[src/rtl/pic_pkg.sv]
// Shared types and constants for the 8259-style interrupt sequencer.
package pic_pkg;

   localparam int NUM_IRQ = 8;
   localparam int LVL_W   = 3;

   typedef enum logic [1:0] {
      IDLE = 2'd0,
      ACK1 = 2'd1,
      ACK2 = 2'd2
   } state_t;

   // Level reported when an acknowledge arrives with nothing eligible
   localparam logic [LVL_W-1:0] SPURIOUS_LVL    = 3'd7;
   // IR7 lowest after reset, so IR0 is the highest priority
   localparam logic [LVL_W-1:0] LOWEST_PRIO_RST = 3'd7;

   function automatic logic [NUM_IRQ-1:0] lvl_onehot(input logic [LVL_W-1:0] lvl);
      lvl_onehot      = '0;
      lvl_onehot[lvl] = 1'b1;
   endfunction

endpackage

[src/rtl/pic_priority_resolver.sv]
// Rotating priority encoder: picks the highest-priority pending level and
// the highest-priority in-service level, and decides whether the pending
// winner is allowed to nest above what is already in service.
module pic_priority_resolver import pic_pkg::*; (
   input  logic [NUM_IRQ-1:0] i_pend,
   input  logic [NUM_IRQ-1:0] i_isr,
   input  logic [LVL_W-1:0]   i_lowest_prio,
   output logic               o_has_req,
   output logic [LVL_W-1:0]   o_win_lvl,
   output logic               o_isr_any,
   output logic [LVL_W-1:0]   o_isr_lvl
);

   // w_lvl[k] is the level holding rank k (rank 0 = highest priority)
   logic [LVL_W-1:0]   w_lvl [NUM_IRQ];
   logic [NUM_IRQ-1:0] w_pend_rot;
   logic [NUM_IRQ-1:0] w_isr_rot;
   logic               w_pend_any;
   logic [LVL_W-1:0]   w_win_rank;
   logic [LVL_W-1:0]   w_isr_rank;

   for (genvar gi = 0; gi < NUM_IRQ; gi++) begin : g_rot
      assign w_lvl[gi]      = i_lowest_prio + LVL_W'(gi + 1);
      assign w_pend_rot[gi] = i_pend[w_lvl[gi]];
      assign w_isr_rot[gi]  = i_isr[w_lvl[gi]];
   end

   // Scan from lowest rank upward so the last hit is the highest priority
   always_comb begin
      w_pend_any = 1'b0;
      w_win_rank = '0;
      o_isr_any  = 1'b0;
      w_isr_rank = '0;
      for (int k = NUM_IRQ - 1; k >= 0; k--) begin
         if (w_pend_rot[k]) begin
            w_pend_any = 1'b1;
            w_win_rank = LVL_W'(k);
         end
         if (w_isr_rot[k]) begin
            o_isr_any  = 1'b1;
            w_isr_rank = LVL_W'(k);
         end
      end
      o_win_lvl = w_lvl[w_win_rank];
      o_isr_lvl = w_lvl[w_isr_rank];
      // Fully nested: a request must strictly outrank the top in-service level
      o_has_req = w_pend_any && (!o_isr_any || (w_win_rank < w_isr_rank));
   end

endmodule

[src/rtl/pic_int_sequencer.sv]
// 8259-style interrupt sequencer: priority resolution, INT generation,
// two-pulse INTA acknowledge, ISR ownership and EOI/rotation handling.
// Optional feature macro: PIC_AUTO_EOI_EN (automatic EOI at end of INTA).
module pic_int_sequencer #(
   parameter int NUM_IRQ = pic_pkg::NUM_IRQ,
   parameter int LVL_W   = pic_pkg::LVL_W
) (
   input  logic               CLK,
   input  logic               RST,
   input  logic [NUM_IRQ-1:0] IRR,
   input  logic [NUM_IRQ-1:0] IMR,
   input  logic               INTA_N,
   input  logic               eoi_cmd,
   input  logic               eoi_specific,
   input  logic               eoi_rotate,
   input  logic [LVL_W-1:0]   eoi_level,
   input  logic [4:0]         icw2_base,
   input  logic               aeoi,
   output logic               INT,
   output logic [NUM_IRQ-1:0] chosen,
   output logic [NUM_IRQ-1:0] ISR,
   output logic [7:0]         vector,
   output logic               vector_en
);
   import pic_pkg::*;

   state_t             r_state;
   logic               r_inta_n;
   logic [LVL_W-1:0]   r_win;
   logic               r_spurious;
   logic [LVL_W-1:0]   r_lowest_prio;
   logic               r_int;
   logic [NUM_IRQ-1:0] r_chosen;
   logic [NUM_IRQ-1:0] r_isr;
   logic [7:0]         r_vector;
   logic               r_vector_en;

   logic               w_fall;
   logic               w_rise;
   logic               w_has_req;
   logic [LVL_W-1:0]   w_win_lvl;
   logic               w_isr_any;
   logic [LVL_W-1:0]   w_isr_lvl;
   logic [NUM_IRQ-1:0] w_eoi_clr;
   logic [NUM_IRQ-1:0] w_aeoi_clr;
   logic [NUM_IRQ-1:0] w_isr_set;
   logic [NUM_IRQ-1:0] w_isr_next;
   logic               w_rot_en;
   logic [LVL_W-1:0]   w_rot_lvl;

   assign w_fall = r_inta_n & ~INTA_N;
   assign w_rise = ~r_inta_n & INTA_N;

   pic_priority_resolver u_resolver (
      .i_pend        (IRR & ~IMR),
      .i_isr         (r_isr),
      .i_lowest_prio (r_lowest_prio),
      .o_has_req     (w_has_req),
      .o_win_lvl     (w_win_lvl),
      .o_isr_any     (w_isr_any),
      .o_isr_lvl     (w_isr_lvl)
   );

   // EOI decode: which ISR bit to clear and whether priority rotates
   always_comb begin
      w_eoi_clr = '0;
      w_rot_en  = 1'b0;
      w_rot_lvl = r_lowest_prio;
      if (eoi_cmd) begin
         if (eoi_specific) begin
            w_eoi_clr = lvl_onehot(eoi_level);
            w_rot_en  = eoi_rotate;
            w_rot_lvl = eoi_level;
         end else if (w_isr_any) begin
            w_eoi_clr = lvl_onehot(w_isr_lvl);
            w_rot_en  = eoi_rotate;
            w_rot_lvl = w_isr_lvl;
         end
      end
   end

`ifdef PIC_AUTO_EOI_EN
   // Automatic EOI retires the acknowledged level as INTA completes
   assign w_aeoi_clr = (r_state == ACK2 && w_rise && aeoi && !r_spurious)
                       ? lvl_onehot(r_win) : '0;
`else
   logic w_unused_aeoi;
   assign w_unused_aeoi = aeoi;
   assign w_aeoi_clr    = '0;
`endif

   // A new acknowledge wins over a same-cycle clear of the same bit
   assign w_isr_set  = (r_state == IDLE && w_fall && w_has_req) ? lvl_onehot(w_win_lvl) : '0;
   assign w_isr_next = (r_isr & ~(w_eoi_clr | w_aeoi_clr)) | w_isr_set;

   // Acknowledge FSM with registered INT/chosen/vector outputs and ISR state
   always_ff @(posedge CLK) begin
      if (RST) begin
         r_state       <= IDLE;
         r_inta_n      <= 1'b1;
         r_win         <= SPURIOUS_LVL;
         r_spurious    <= 1'b0;
         r_lowest_prio <= LOWEST_PRIO_RST;
         r_int         <= 1'b0;
         r_chosen      <= '0;
         r_isr         <= '0;
         r_vector      <= '0;
         r_vector_en   <= 1'b0;
      end else begin
         r_inta_n <= INTA_N;
         r_isr    <= w_isr_next;
         r_chosen <= '0;
         r_int    <= 1'b0;
         if (w_rot_en) begin
            r_lowest_prio <= w_rot_lvl;
         end
         unique case (r_state)
            IDLE: begin
               r_int <= w_has_req;
               if (w_fall) begin
                  r_state    <= ACK1;
                  r_int      <= 1'b0;
                  r_spurious <= !w_has_req;
                  r_win      <= w_has_req ? w_win_lvl : SPURIOUS_LVL;
                  r_chosen   <= w_has_req ? lvl_onehot(w_win_lvl) : '0;
               end
            end
            ACK1: begin
               if (w_fall) begin
                  r_state     <= ACK2;
                  r_vector    <= {icw2_base, r_win};
                  r_vector_en <= 1'b1;
               end
            end
            ACK2: begin
               if (w_rise) begin
                  r_state     <= IDLE;
                  r_vector_en <= 1'b0;
               end
            end
            default: r_state <= IDLE;
         endcase
      end
   end

   assign INT       = r_int;
   assign chosen    = r_chosen;
   assign ISR       = r_isr;
   assign vector    = r_vector;
   assign vector_en = r_vector_en;

endmodule

[config.mk]
export PLATFORM = sky130hd
export DESIGN_NAME = pic_int_sequencer
export DESIGN_NICKNAME = d
export VERILOG_FILES = /design/src/rtl/pic_pkg.sv /design/src/rtl/pic_priority_resolver.sv /design/src/rtl/pic_int_sequencer.sv
export SDC_FILE = /design/constraint.sdc
export NUM_CORES = 1
export LEC_CHECK = 0
export CORE_ASPECT_RATIO = 0.8
export CORE_MARGIN = 5
export CORE_UTILIZATION = 45
export CTS_CLUSTER_DIAMETER = 100
export DETAILED_ROUTE_END_ITERATION = 10
export PLACE_DENSITY = 0.73
export SYNTH_ARGS = -nofsm -noshare
export SYNTH_HDL_FRONTEND = slang
export SYNTH_HIERARCHICAL = 1
export SYNTH_SLANG_ARGS = --single-unit
[constraint.sdc]
create_clock -name CLK -period 4.1 [get_ports CLK]
set_input_delay 0.82 -clock CLK [delete_from_list [all_inputs] [get_ports CLK]]
set_output_delay 0.82 -clock CLK [all_outputs]
set_load 0.05 [all_outputs]
# Word level (Yosys, flattened, before mapping)
# Cells that the tools add are included.
totals:
  elab_cells: 163
  ff_bits: 35
  out_inout_bits: 26
classes:
  muxes: 93
  n_bitwise: 14
  magnitude_cmp: 17
  n_eq_ne: 5
  n_reduce_logical: 18
  add_sub_neg: 7
ops:
  columns: ["op", "count"]
  rows:
  - ["two-way mux 3 bit", 23]
  - ["binary-select mux 1 bit (select 3 bit)", 16]
  - ["< comparator 3 x 4 -> 1 bit, second input constant", 11]
  - ["two-way mux 1 bit", 40]
  - ["two-way mux 8 bit", 4]
  - ["binary-select mux 3 bit (select 3 bit)", 2]
  - ["AND 8 bit", 2]
  - ["inverter 8 bit", 2]
  - ["adder 3 bit, second input constant", 4]
  - ["demux 1 bit (select 3 bit)", 3]
  - [">= comparator 3 x 1 -> 1 bit, second input constant", 3]
  - ["AND reduction 3 bit", 3]
  - [">= comparator 4 bit, second input constant", 2]
  - ["inverter 3 -> 4 bit", 2]
  - ["OR 8 bit", 1]
  - ["adder 3 x 2 -> 3 bit, second input constant", 2]
  - ["logical AND 1 bit", 6]
  - ["two-way mux 2 bit", 3]
  - ["inequality test 2 bit, second input constant", 3]
  - ["one-hot mux 2 bit (3 select lines)", 1]
  - ["inverter 1 bit", 5]
  - ["AND reduction 2 bit", 2]
  - ["nonzero test 2 bit", 2]
  - ["OR reduction 4 bit", 1]
  - ["10 further kinds", 11]

# Longest topological paths before layout
# Gate-level depths: netlist (run 1).
logic_depth:
  word_depth: 24
  ltp_mapped: 19

# Modules after synthesis
# Netlist (run 1), hierarchy kept.
by_module_without_submodules:
  columns: ["mod", "area_per_inst_um2", "instances", "cells_each"]
  rows:
  - ["pic_priority_resolver", 1575.3, 1, 158]
  - ["pic_int_sequencer", 1440.1, 1, 146]

# Least setup slack after synthesis (run 1)
# Ideal clock, no wire load.
synth_timing:
  kind: "register to register"
  startpoint: "register r_lowest_prio[1]"
  endpoint: "register r_isr[0] (netlist: ISR[0])"
  setup_slack_ns: -0.125
  period_less_slack_ns: 4.225
  n_path_buf: 4
  t_arrival_ns: 4.137
  stages_incl_launch_ff: 19
  cell_sequence: "dfxtp_1 > buf_2 > buf_2 > inv_1 > ha_1 > buf_6 > buf_4 > mux4_2 > nor2b_1 > a211oi_1 > a21boi_0 > mux2i_1 > nor2_1 > ha_1 > o21a_1 > o2bb2ai_1 > nor4b_4 > nand3b_2 > o32ai_2"
synth_between:
  elab_cells_between_ends: 101
  cone_classes: "7 x add/sub; 5 x order compare; 78 x mux; 5 x bitwise; 6 x reduce/logical"
synth_rtl:
  columns: ["element", "line_no", "source"]
  rows:
  - ["start: declaration", "pic_int_sequencer.sv:31", "logic [LVL_W-1:0] r_lowest_prio;"]
  - ["start signal: assignment", "pic_int_sequencer.sv:115", "r_lowest_prio <= w_rot_lvl;"]
  - ["adder 3 bit (tied with other cells)", "pic_priority_resolver.sv:23", "assign w_lvl[gi] = i_lowest_prio + LVL_W'(gi + 1);"]
  - ["binary-select mux 1 bit (select 3 bit) (tied with other cells)", "pic_priority_resolver.sv:24", "assign w_pend_rot[gi] = i_pend[w_lvl[gi]];"]
  - ["two-way mux 1 bit (implied by the code) (tied with other cells)", "pic_priority_resolver.sv:24", null]
  - ["two-way mux 3 bit (tied with other cells) (7 in series)", "pic_priority_resolver.sv:35", "if (w_pend_rot[k]) begin"]
  - ["< comparator 3 bit or logical NOT 1 bit (tied branches)", "pic_priority_resolver.sv:47", "o_has_req = w_pend_any && (!o_isr_any || (w_win_rank < w_isr_rank));"]
  - ["logical OR 1 bit", "pic_priority_resolver.sv:47", null]
  - ["logical AND 1 bit (*)", "pic_priority_resolver.sv:47", null]
  - ["via w_has_req", "pic_int_sequencer.sv:40", "logic w_has_req;"]
  - ["logical AND 1 bit (*)", "pic_int_sequencer.sv:93", "assign w_isr_set = (r_state == IDLE && w_fall && w_has_req) ? lvl_onehot(w_win_lvl) : '0;"]
  - ["two-way mux 8 bit (*)", "pic_int_sequencer.sv:93", null]
  - ["OR 8 bit (*)", "pic_int_sequencer.sv:94", "assign w_isr_next = (r_isr & ~(w_eoi_clr | w_aeoi_clr)) | w_isr_set;"]
  - ["end signal: assignment", "pic_int_sequencer.sv:111", "r_isr <= w_isr_next;"]
  - ["end: declaration", "pic_int_sequencer.sv:34", "logic [NUM_IRQ-1:0] r_isr;"]
# The timed path passes the listed nets; every way through them passes the cells marked *. The select of a mux whose other input is x is not followed.
# A chain may end at the register's enable or synchronous reset.

# Worst setup path in the final report (run 1)
layout_timing:
  startpoint: "input port IRR[4]"
  endpoint: "register r_isr[0] (netlist: ISR[0])"
layout_between:
  elab_cells_between_ends: 48
  cone_classes: "3 x order compare; 38 x mux; 3 x bitwise; 4 x reduce/logical"
layout_rtl:
  columns: ["element", "line_no", "source"]
  rows:
  - ["start: declaration", "pic_int_sequencer.sv:10", "input logic [NUM_IRQ-1:0] IRR,"]
  - ["AND 8 bit (*)", "pic_int_sequencer.sv:55", ".i_pend (IRR & ~IMR),"]
  - ["binary-select mux 1 bit (select 3 bit)", "pic_priority_resolver.sv:24", null]
  - ["two-way mux 1 bit (implied by the code)", "pic_priority_resolver.sv:24", null]
  - ["two-way mux 3 bit (8 in series)", "pic_priority_resolver.sv:35", null]
  - ["< comparator 3 bit", "pic_priority_resolver.sv:47", null]
  - ["logical OR 1 bit", "pic_priority_resolver.sv:47", null]
  - ["logical AND 1 bit (*)", "pic_priority_resolver.sv:47", null]
  - ["via w_has_req", "pic_int_sequencer.sv:40", null]
  - ["logical AND 1 bit (*)", "pic_int_sequencer.sv:93", null]
  - ["two-way mux 8 bit (*)", "pic_int_sequencer.sv:93", null]
  - ["OR 8 bit (*)", "pic_int_sequencer.sv:94", null]
# Marks and branches as above.

==> out/qor.txt, run 1 <==
DRC marker count from the first detailed-route iteration: 198
Vias/cell: 5.92
fin util: 61.3%
final WL: 7.94 mm
drt wl/cell: 17.2 microns
Die W: 102 microns
R2R Setup Slk: 0.28 ns
Final Critical Period: 3.95 ns
part of the Yosys area used for sequential elements: 23.2%
synth top area cells: dfxtp_1 23%, mux4_2 17%, mux2i_1 7.6%
dpl cell area: 0.00377 sq mm
worst hold margin: 0.495 ns
Fin. Hold Viols: 0
GP Congestion: 0.897
Max Cap Viol: 0
DPL Wire Length: 5.90 mm
Cell Area, Synth: 0.00302 sq mm
setup TNS: 0 ns
DRC errors left: 0
CP startpoint kind: input port
vias in the first global route: 2,677
top cell type's share of synthesized area: 23.2%
R2R Path Start: r_lowest_prio[1]
library cells used by synthesis: 65
Core Area: 0.00644 sq mm
Area Overhead vs Synth: 30.9%
EDFF count, synth: 0
row count: 26
Skew-Pair Late Insertion Delay: 0.29 ns
Slew @ Worst Pin: 0.763 ns
GRT Total Usage: 19.0%
Leak Pwr: 1.51 nW
Critical Path RT: 4.31 ns
starting density of the core: 46.8%
fin nets: 411
via count: 2,736
Cells after Synth: 304
synthesized flop and latch total: 35
syn nets: 338
slew margin rel.: 48.8%
routing usage on met3: 3.18%
crit end category: flop
fmax: 253 MHz
largest net degree at the start of global routing: 23
outcome: completed
R2R depth: 16
VDD IR-drop max: 0.445 mV
prevailing post-synth register cell: dfxtp_1
Setup crit end: ISR[0]
Synth async-reset ratio: 0%
final number of setup-violating endpoints: 0
Mean Syn Cell Area: 9.92 sq um
WS Path Type: input port to flop
pwr dens: 849 mW/mm^2
H-tree Lvls: 2
Num CTS Buffers: 5
Routed Antenna Nets: 0
DR pass1 iterations: 4
Finished Cell Area: 0.00395 sq mm
number of synthesis warnings: 6
clk root buf: clkbuf_8
clock-pin slew of the registers on the worst-case setup and hold paths: 0.07 ns
Port Buf Inserts: 55
chip height: 83.2 microns
Top Usage Layer GRT: met2
final slew viol count: 0
I/O pin count: 57
crit path from: IRR[4]
Synth area leader: dfxtp_1
worst r2r dst: ISR[0]
final worst-path cycle share: 96.2%
Worst Skew: 0.00688 ns
clock sink count: 35
critical path fanouts, max: 9
Min-Delay Path Class: flop to flop
overall power: 3.35 mW
met1 Use GR: 28.0%
clk buf depth: 2
Crit path arrival time: 4.15 ns
CTS tree: done
share of post-route cells with drive strength above 1: 25.4%
global-route wire length before repair: 13.2 mm
diodes inserted: 0
die area: 0.00845 sq mm
GR Layer Usage met2: 28.9%
initial antenna violation count: 0
total gr overflow: 0
critical path, cell delays in order:
cell,delay [ns]
clkdlybuf4s50_1,0.39
nor2b_2,0.20
mux4_2,0.51
nor2b_1,0.16
a211oi_2,0.28
a21boi_2,0.23
mux2i_1,0.10
nor2_1,0.10
ha_1,0.23
o21a_1,0.18
o2bb2ai_2,0.16
nor4b_4,0.21
buf_4,0.19
nand3b_4,0.15
o32ai_2,0.23
worst min-delay path by stage:
stage | start | end | slack [ns] | cells past startpoint
floorplan | r_win[0] | r_win[0] | 0.45 | 1
global placement | r_win[0] | r_win[0] | 0.47 | 1
detailed placement | r_win[0] | r_win[0] | 0.47 | 1
CTS | r_win[0] | r_win[0] | 0.49 | 1
global route | r_win[0] | r_win[0] | 0.51 | 1
finish | r_win[0] | r_win[0] | 0.49 | 1
cell usage in the layout, fill, tap and decap left out, types with 7 or more instances in the layout:
cell | Yosys | final
a21oi_1 | 8 | 8
buf_4 | 3 | 26
clkbuf_8 | 0 | 7
clkdlybuf4s50_1 | 0 | 55
dfxtp_1 | 35 | 35
inv_1 | 9 | 9
mux2_2 | 11 | 11
mux2i_1 | 23 | 23
mux4_2 | 23 | 23
nand2_1 | 19 | 19
nor2_1 | 31 | 31
nor2b_1 | 15 | 13
nor3_1 | 7 | 7
o22ai_1 | 8 | 8
xnor2_1 | 8 | 8
metal layers:
layer  vias to the layer above  routed length [microns]  part of all wire (%)
met5                         -                        0                     0
met4                         0                       66                  0.83
met2                        95                     3680                    46
met3                        10                      538                   6.8
li1                       1314                        -                     -
met1                      1317                     3660                    46
cells in the mapped netlist, drive strengths merged, types with 8 or more instances:
master	n
dfxtp	35
buf	13
nand2	19
o21ai	9
mux2	11
mux4	27
nor2	33
a21oi	9
nor2b	15
o22ai	8
mux2i	23
xnor2	9
inv	11
registers in the layout, summed over array words and instances, names as in the netlist:
signal,count
ISR,8
chosen,8
vector,8
r_lowest_prio,3
r_win,3
r_state,2
INT,1
r_inta_n,1
vector_en,1
layout make-up:
type / count / area [sq um]
inverter: 11 / 41.3
sequential: 35 / 701
clock buffer: 8 / 100
timing repair buffer: 81 / 746
multi-input combinational: 243 / 2250
tap: 84 / 105
fill: 549 / 2490
power breakdown:
group	switching [mW]	total (mW)	internal, mW
Sequential	0.0930	0.506	0.413
Combinational	1.37	2.57	1.20
Clock	0.123	0.276	0.153
cell families (layout without fill, tap and decap cells):
family / count (synthesis) / count (layout) / share of synthesized area (%)
and+or+nand+nor: 110 / 110 / 21.2
muxes: 61 / 61 / 32.4
AOI/OAI and AO/OA: 58 / 58 / 13.7
DFF: 35 / 35 / 23.2
buffers and inverters: 26 / 100 / 4.44
xor gates and xnor gates: 10 / 10 / 3.40
adders and majority gates: 4 / 4 / 1.62
through the flow:
| step | setup WS, ns | cells |
|---|---|---|
| 2_1_floorplan | 0.00309 | 304 |
| 3_3_place_gp | -0.175 | 452 |
| 3_5_place_dp | -0.247 | 452 |
| 4_1_cts | 0.0174 | 460 |
| 5_1_grt | -0.0176 | 462 |
| 6_report | 0.155 | 462 |
timing repair:
item                                    CTS  global route
endpoints found under the setup margin    0            18
buffers inserted                          0             2
hold buffers                              0             0
resized for setup                         0            14
No activity file was read; power rests on OpenSTA's default activity.
==> run 2: changes to the inputs <==
--- a/config.mk
+++ b/config.mk
@@ -5,9 +5,11 @@
 export SDC_FILE = /design/constraint.sdc
 export NUM_CORES = 1
 export LEC_CHECK = 0
+export ABC_CLOCK_PERIOD_IN_PS = 4100
 export CORE_ASPECT_RATIO = 0.8
 export CORE_MARGIN = 5
 export CORE_UTILIZATION = 45
+export CTS_BUF_LIST = sky130_fd_sc_hd__clkbuf_2 sky130_fd_sc_hd__clkbuf_4 sky130_fd_sc_hd__clkbuf_8
 export CTS_CLUSTER_DIAMETER = 100
 export DETAILED_ROUTE_END_ITERATION = 10
 export PLACE_DENSITY = 0.73
==> run 2 against run 1 <==
Against the previous run: sequential share of layout area hardly changed; hold slack hardly changed; fmax is 0.13% higher; utilization is 0.058 points higher; global-route usage stayed put; die area stayed put; count of clock-buffer cells in the layout stayed put; setup slack better by 0.0050 ns; non-clock buffer count stayed put.
==> out/qor.txt, run 2 (same netlist as run 1, synthesis figures left out) <==
vias in the first global route: 2,677
pwr dens: 851 mW/mm^2
Post-CTS Hold Buffers: 0
slew margin rel.: 50.5%
routing usage on met3: 3.18%
Area Overhead vs Synth: 31.0%
Core Area: 0.00644 sq mm
Worst Skew: 0.00693 ns
dpl ws: -0.247 ns
share of post-route cells with drive strength above 1: 25.7%
clk buf depth: 2
clock sink count: 35
Critical Path RT: 4.31 ns
outcome: completed
Setup WS post-layout: 0.160 ns
DPL Wire Length: 5.90 mm
Leak Pwr: 1.51 nW
final WL: 7.96 mm
Final Critical Period: 3.94 ns
global-route wire length before repair: 13.2 mm
GP Congestion: 0.897
DRC marker count from the first detailed-route iteration: 200
dpl cells: 452
I/O pin count: 57
drt wl/cell: 17.2 microns
via count: 2,755
largest net degree at the start of global routing: 23
Max Cap Viol: 0
Slew @ Worst Pin: 0.737 ns
diodes inserted: 0
total gr overflow: 0
fillers: 551
Comb pwr share: 76.5%
Clk pwr share: 8.4%
overall power: 3.36 mW
final number of setup-violating endpoints: 0
Skew-Pair Late Insertion Delay: 0.29 ns
Crit path arrival time: 4.15 ns
Finished Cell Area: 0.00395 sq mm
commonest non-fill, non-tap cells in the layout: 55 x clkdlybuf4s50_1, 35 x dfxtp_1, 31 x nor2_1
fin util: 61.3%
final worst-path cycle share: 96.1%
Die W: 102 microns
sequential share of power: 15.1%
CTS tree: done
Num CTS Buffers: 5
clock-pin slew of the registers on the worst-case setup and hold paths: 0.07 ns
CP startpoint kind: input port
critical path fanouts, max: 9
Port Buf Inserts: 55
fmax: 254 MHz
Sw Share: 47.4%
Top Usage Layer GRT: met2
commonest non-fill, non-tap cell in the layout: clkdlybuf4s50_1
row count: 26
met1 Use GR: 28.0%
cell internal pwr: 1.77 mW
Min-Delay Path Class: flop to flop
H-tree Lvls: 2
DR pass1 iterations: 4
clk root buf: clkbuf_8
die area: 0.00845 sq mm
WS Path Type: input port to flop
dpl cell area: 0.00377 sq mm
GR Layer Usage met2: 28.9%
GRT Total Usage: 19.0%
non-filler cells in the finished layout: 462
starting density of the core: 46.8%
initial antenna violation count: 0
Switch Pwr: 1.59 mW
DRC errors left: 0
Routed Antenna Nets: 0
VDD IR-drop max: 0.445 mV
Vias/cell: 5.96
crit end category: flop
Fin. Hold Viols: 0
chip height: 83.2 microns
fin nets: 411
final slew viol count: 0
## run 2: cell counts in the layout (fill, tap and decap cells not counted)
Identical to the previous run, type by type.
## run 2: area by class of cell
cell class | count | area (sq um) | area share [%]
multi-input combinational | 243 | 2250 | 57.1
inverter | 11 | 41.3 | 1.04
timing repair buffer | 81 | 746 | 18.9
sequential | 35 | 701 | 17.7
tap | 84 | 105 | 2.66
clock buffer | 8 | 104 | 2.63
## run 2: what timing repair did
item,in CTS,in global routing
gates resized for setup,0,14
setup buffers,0,2
setup endpoints to repair,0,18
## run 2: final timing paths
kind | startpoint | endpoint | slack [ns] | cells past startpoint
max | IRR[4] | ISR[2] | 0.16 | 15
min | r_win[0] | r_win[0] | 0.49 | 1
max reg2reg | r_lowest_prio[0] | ISR[2] | 0.29 | 16
min reg2reg | r_win[0] | r_win[0] | 0.49 | 1
## run 2: routing by layer
metal,wire length (microns),vias to the layer above
met5,0,-
li1,-,1317
met4,54,0
met2,3670,100
met1,3710,1330
met3,519,8
## run 2: through the flow
| step | hold WS (ns) | setup TNS, ns |
|---|---|---|
| after floorplan | 0.453 | 0 |
| after global placement | 0.469 | -1.66 |
| after detailed placement | 0.474 | -2.69 |
| after CTS | 0.490 | 0 |
| after global routing | 0.514 | -0.0300 |
| final | 0.495 | 0 |
## run 2: critical path, stage by stage
cell	delay (ns)
clkdlybuf4s50_1	0.39
nor2b_2	0.20
mux4_2	0.51
nor2b_1	0.16
a211oi_2	0.28
a21boi_2	0.23
mux2i_1	0.10
nor2_1	0.10
ha_1	0.23
o21a_1	0.18
o2bb2ai_2	0.16
nor4b_4	0.21
buf_4	0.19
nand3b_4	0.15
o22ai_1	0.23
## run 2: power groups by stage
stage / sequential, mW / clock, mW / combinational, mW
after floorplan: 0.652 / 0 / 1.63
after global placement: 0.511 / 0 / 2.39
after detailed placement: 0.513 / 0 / 2.41
after CTS: 0.506 / 0.288 / 2.43
after global routing: 0.519 / 0.309 / 2.75
final: 0.506 / 0.284 / 2.57
==> RTL edit 1: new RTL, config.mk and constraints of run 2 <==
Encoding of `state_t`: now one-hot (3 bits for 3 states).
--- a/src/rtl/pic_pkg.sv
+++ b/src/rtl/pic_pkg.sv
@@ -5,8 +5,8 @@
    localparam int LVL_W   = 3;
 
-   typedef enum logic [1:0] {
-      IDLE = 2'd0,
-      ACK1 = 2'd1,
-      ACK2 = 2'd2
+   typedef enum logic [2:0] {
+      IDLE = 3'b001,
+      ACK1 = 3'b010,
+      ACK2 = 3'b100
    } state_t;
 
Check against the original RTL: no difference found for any inputs over 4 cycles, from zero or initial values and one cycle with RST high; so few cycles prove little.
==> RTL edit 1 against run 2 <==
Worst hold slack worse by 0.020 ns. Sequential share of layout area is 0.70 points lower. Count of clock-buffer cells in the layout is 3 lower. Wire length is 15% higher. Critical endpoint is now ISR[4]. Setup slack better by 0.0019 ns. Synthesized cell count is 11% higher. Utilization hardly changed. Cell area is 7.1% higher. Power is 19% higher. Clock power is 11% higher. Global-route usage is 0.74 points higher. Via count is 10% higher. Sequential cell count is 1 higher. Area after synthesis is 5.7% higher.
==> RTL edit 1: results <==
export IMPL_run_status="finished, final reports clean"
export IMPL_hold_start="r_win[0]"
export IMPL_critPathMaxFanout=8
export IMPL_synth_area_leaders="dfxtp_1, mux4_2, mux2i_1"
export IMPL_reg2reg_slack_ns=0.23
export IMPL_fin_skew_ns=0.00759
export IMPL_grt_pass1_vias=2984
export IMPL_nNetsFinal=450
export IMPL_routed_wl_um=9120
export IMPL_synthAdderAreaFrac_pct=1.53
export IMPL_synth_nets=371
export IMPL_drt_iter0_markers=128
export IMPL_synth_cells=337
export IMPL_gr_total_overflow=0
export IMPL_fillers=599
export IMPL_place_gp_congestion=0.920
export IMPL_ys_seq_area_share_pct=22.6
export IMPL_powerComb_uw=3160
export IMPL_crit_slowest_cell="or4bb_4"
export IMPL_cp_endpoint="ISR[4]"
export IMPL_grt_pass1_wl_um=14700
export IMPL_slowest_delay_ns=0.57
export IMPL_dp_hpwl_um=6680
export IMPL_holdCritPathClass="flip-flop to flip-flop"
export IMPL_arrival_ns=4.18
export IMPL_vias_per_cell=6.04
export IMPL_fin_crit_ns=3.94
export IMPL_combPwrFrac_pct=78.9
export IMPL_synth_common_cells="dfxtp_1, mux4_2, nand2_1, a21oi_1, nor2b_1"
export IMPL_holdPathStages=2
export IMPL_insertion_delay_ns=0.29
export IMPL_post_cts_resized=1
export IMPL_path_delay_family="simple AND/OR/NAND/NOR gates"
export IMPL_track_usage_pct=19.8
export IMPL_ys_types=72
export IMPL_areaGrowthSynthToFinish_pct=32.7
export IMPL_synth_xor_xnor_area_share_pct=2.94
export IMPL_ctsLongestPathBuffers=2
export IMPL_critPathLaunch="IRR[0]"
export IMPL_hold_ws_ns=0.475
export IMPL_sw_frac_of_total_pct=46.4
export IMPL_pwr_share_clk_pct=7.8
export IMPL_grt_max_degree=24
export IMPL_power_leakage_uw=0.00162
export IMPL_synth_compound_area_share_pct=16.2
export IMPL_placed_cells=493
export IMPL_synth_mux_area_share_pct=28.5
export IMPL_cts_root_buf="clkbuf_8"
export IMPL_r2r_cells=13
export IMPL_placed_area_um2=4020
export IMPL_post_place_ws_ns=-0.273
export IMPL_slew_headroom_pct=47.0
export IMPL_hold_end="vector[0]"
export IMPL_layout_drive_gt1_share_pct=27.6
## RTL edit 1: changes by cell type in the layout (fill, tap and decap cells not counted), moves of 4 or more
cell	change
o21ai_0	+8
nand2_1	+4
a21oi_1	+12
buf_4	+10
nor4_1	+4
inv_1	+4
o22ai_1	-4
nor2_1	-15
nand3_1	+9
mux2i_1	-8
## RTL edit 1: per-layer routing
metal / global-route usage (%) / up-vias / share of wire, % / wire [um]
li1: - / 1460 / - / -
met1: 29.0 / 1482 / 48 / 4390
met2: 30.5 / 94 / 45 / 4130
met3: 3.95 / 8 / 5.8 / 529
met4: 3.65 / 0 / 0.83 / 76
met5: 0 / - / 0 / 0
## RTL edit 1: final cells by class
cell class | count | area share [%]
clock inverters | 3 | 1.01
clock buffers | 5 | 1.63
well taps | 87 | 2.57
repair buffers | 93 | 19.9
inverters | 15 | 1.33
multi-input cells | 265 | 56.5
flip-flops and latches | 36 | 17.0
==> RTL edit 2: new RTL, config.mk and constraints of run 2 <==
Without the edit above. Build with the macro `PIC_AUTO_EOI_EN` defined.
--- a/src/rtl/pic_int_sequencer.sv
+++ b/src/rtl/pic_int_sequencer.sv
@@ -2,4 +2,6 @@
 // two-pulse INTA acknowledge, ISR ownership and EOI/rotation handling.
 // Optional feature macro: PIC_AUTO_EOI_EN (automatic EOI at end of INTA).
+`define PIC_AUTO_EOI_EN
+
 module pic_int_sequencer #(
    parameter int NUM_IRQ = pic_pkg::NUM_IRQ,
Check against the original RTL: not equivalent (Yosys sat finds a counterexample within 10 cycles, from zero or initial values and one cycle with RST high).
==> RTL edit 2 against run 2 <==
Cell area increased by 1.3%. Wire length increased by 9.0%. Count of clock-buffer cells in the layout decreased by 3. Power increased by 0.62%. Setup slack improved by 0.061 ns. Highest routed layer unchanged. Register-to-register slack got worse by 0.07 ns. Area after synthesis increased by 3.9%. Sequential cell count increased by 1.
==> RTL edit 2: results <==
export IMPL_met2_length_um=3800
export IMPL_combPwrFrac_pct=75.3
export IMPL_hold_ws_ns=0.455
export IMPL_critPathMaxFanout=12
export IMPL_wl_met3_um=670
export IMPL_reg2reg_slack_ns=0.22
export IMPL_peakVddDrop_uv=434
export IMPL_max_freq_mhz=258
export IMPL_hold_end="vector[3]"
export IMPL_fillers=588
export IMPL_ys_types=60
export IMPL_grt_pass1_wl_um=14300
export IMPL_post_cts_resized=1
export IMPL_p_seq_uw=524
export IMPL_holdPathStages=2
export IMPL_hold_start="vector[3]"
export IMPL_track_usage_pct=20.5
export IMPL_synth_cells=335
export IMPL_use_met2_pct=28.5
export IMPL_instances_no_fill=489
export IMPL_placed_cells=481
export IMPL_numCtsBuffers=5
export IMPL_p_switching_uw=1590
export IMPL_n_antenna_cell=0
export IMPL_dp_hpwl_um=6620
export IMPL_wl_met1_um=4170
export IMPL_gr_usage_met1_pct=32.6
export IMPL_fin_skew_ns=0.00477
export IMPL_run_status="finished, final reports clean"
export IMPL_drt_iter0_markers=267
export IMPL_ys_seq_area_share_pct=23.0
export IMPL_dr_pass1_iters=5
export IMPL_vias_per_cell=5.99
export IMPL_post_place_ws_ns=-0.109
export IMPL_portBuffers=56
export IMPL_r2r_end="ISR[7]"
export IMPL_placed_area_um2=3860
export IMPL_power_leakage_uw=0.00154
export IMPL_drc=0
export IMPL_synth_nets=369
export IMPL_grt_pass1_vias=2797
export IMPL_nNetsFinal=435
export IMPL_synth_area_leaders="dfxtp_1, mux4_2, nand2_1"
export IMPL_use_met3_pct=3.90
export IMPL_tightest_slew_ns=0.641
export IMPL_place_gp_congestion=0.914
export IMPL_layout_drive_gt1_share_pct=22.6
export IMPL_wl_per_cell_um=17.7
export IMPL_path_delay_family="multiplexers"
export IMPL_insertion_delay_ns=0.29
export IMPL_arrival_ns=4.06
export IMPL_r2r_cells=14
export IMPL_slowest_delay_ns=0.53
export IMPL_synth_common_cells="nand2_1, dfxtp_1, mux4_2, nor2_1, a21oi_1"
export IMPL_pwr_density_cell_nw_per_um2=846
## RTL edit 2: cell type report
class	count	area [um^2]	share of cell area, %
multi-input combinational	275	2330	58.2
clock inverter	3	42.5	1.06
inverter	8	30.0	0.750
timing repair buffer	75	703	17.6
tap	87	109	2.72
sequential	36	721	18.0
clock buffer	5	68.8	1.72
## RTL edit 2: how the worst max path moves through the flow
stage                           from      to  cells past startpoint
floorplan           r_lowest_prio[1]  ISR[2]                     19
global placement              IRR[2]  ISR[3]                     15
detailed placement            IRR[6]  ISR[1]                     15
CTS                 r_lowest_prio[1]  ISR[1]                     16
global route                  IRR[2]  ISR[1]                     15
finish              r_lowest_prio[0]  ISR[7]                     14
## RTL edit 2: logic make-up after synthesis
kind of cell	count (synthesis)	share of synthesized area (%)
xor+xnor	10	3.28
mux	53	28.6
simple gates	140	24.7
fa+ha+maj	4	1.56
flops	36	23.0
buf+inv	24	4.11
compound gates	68	14.7
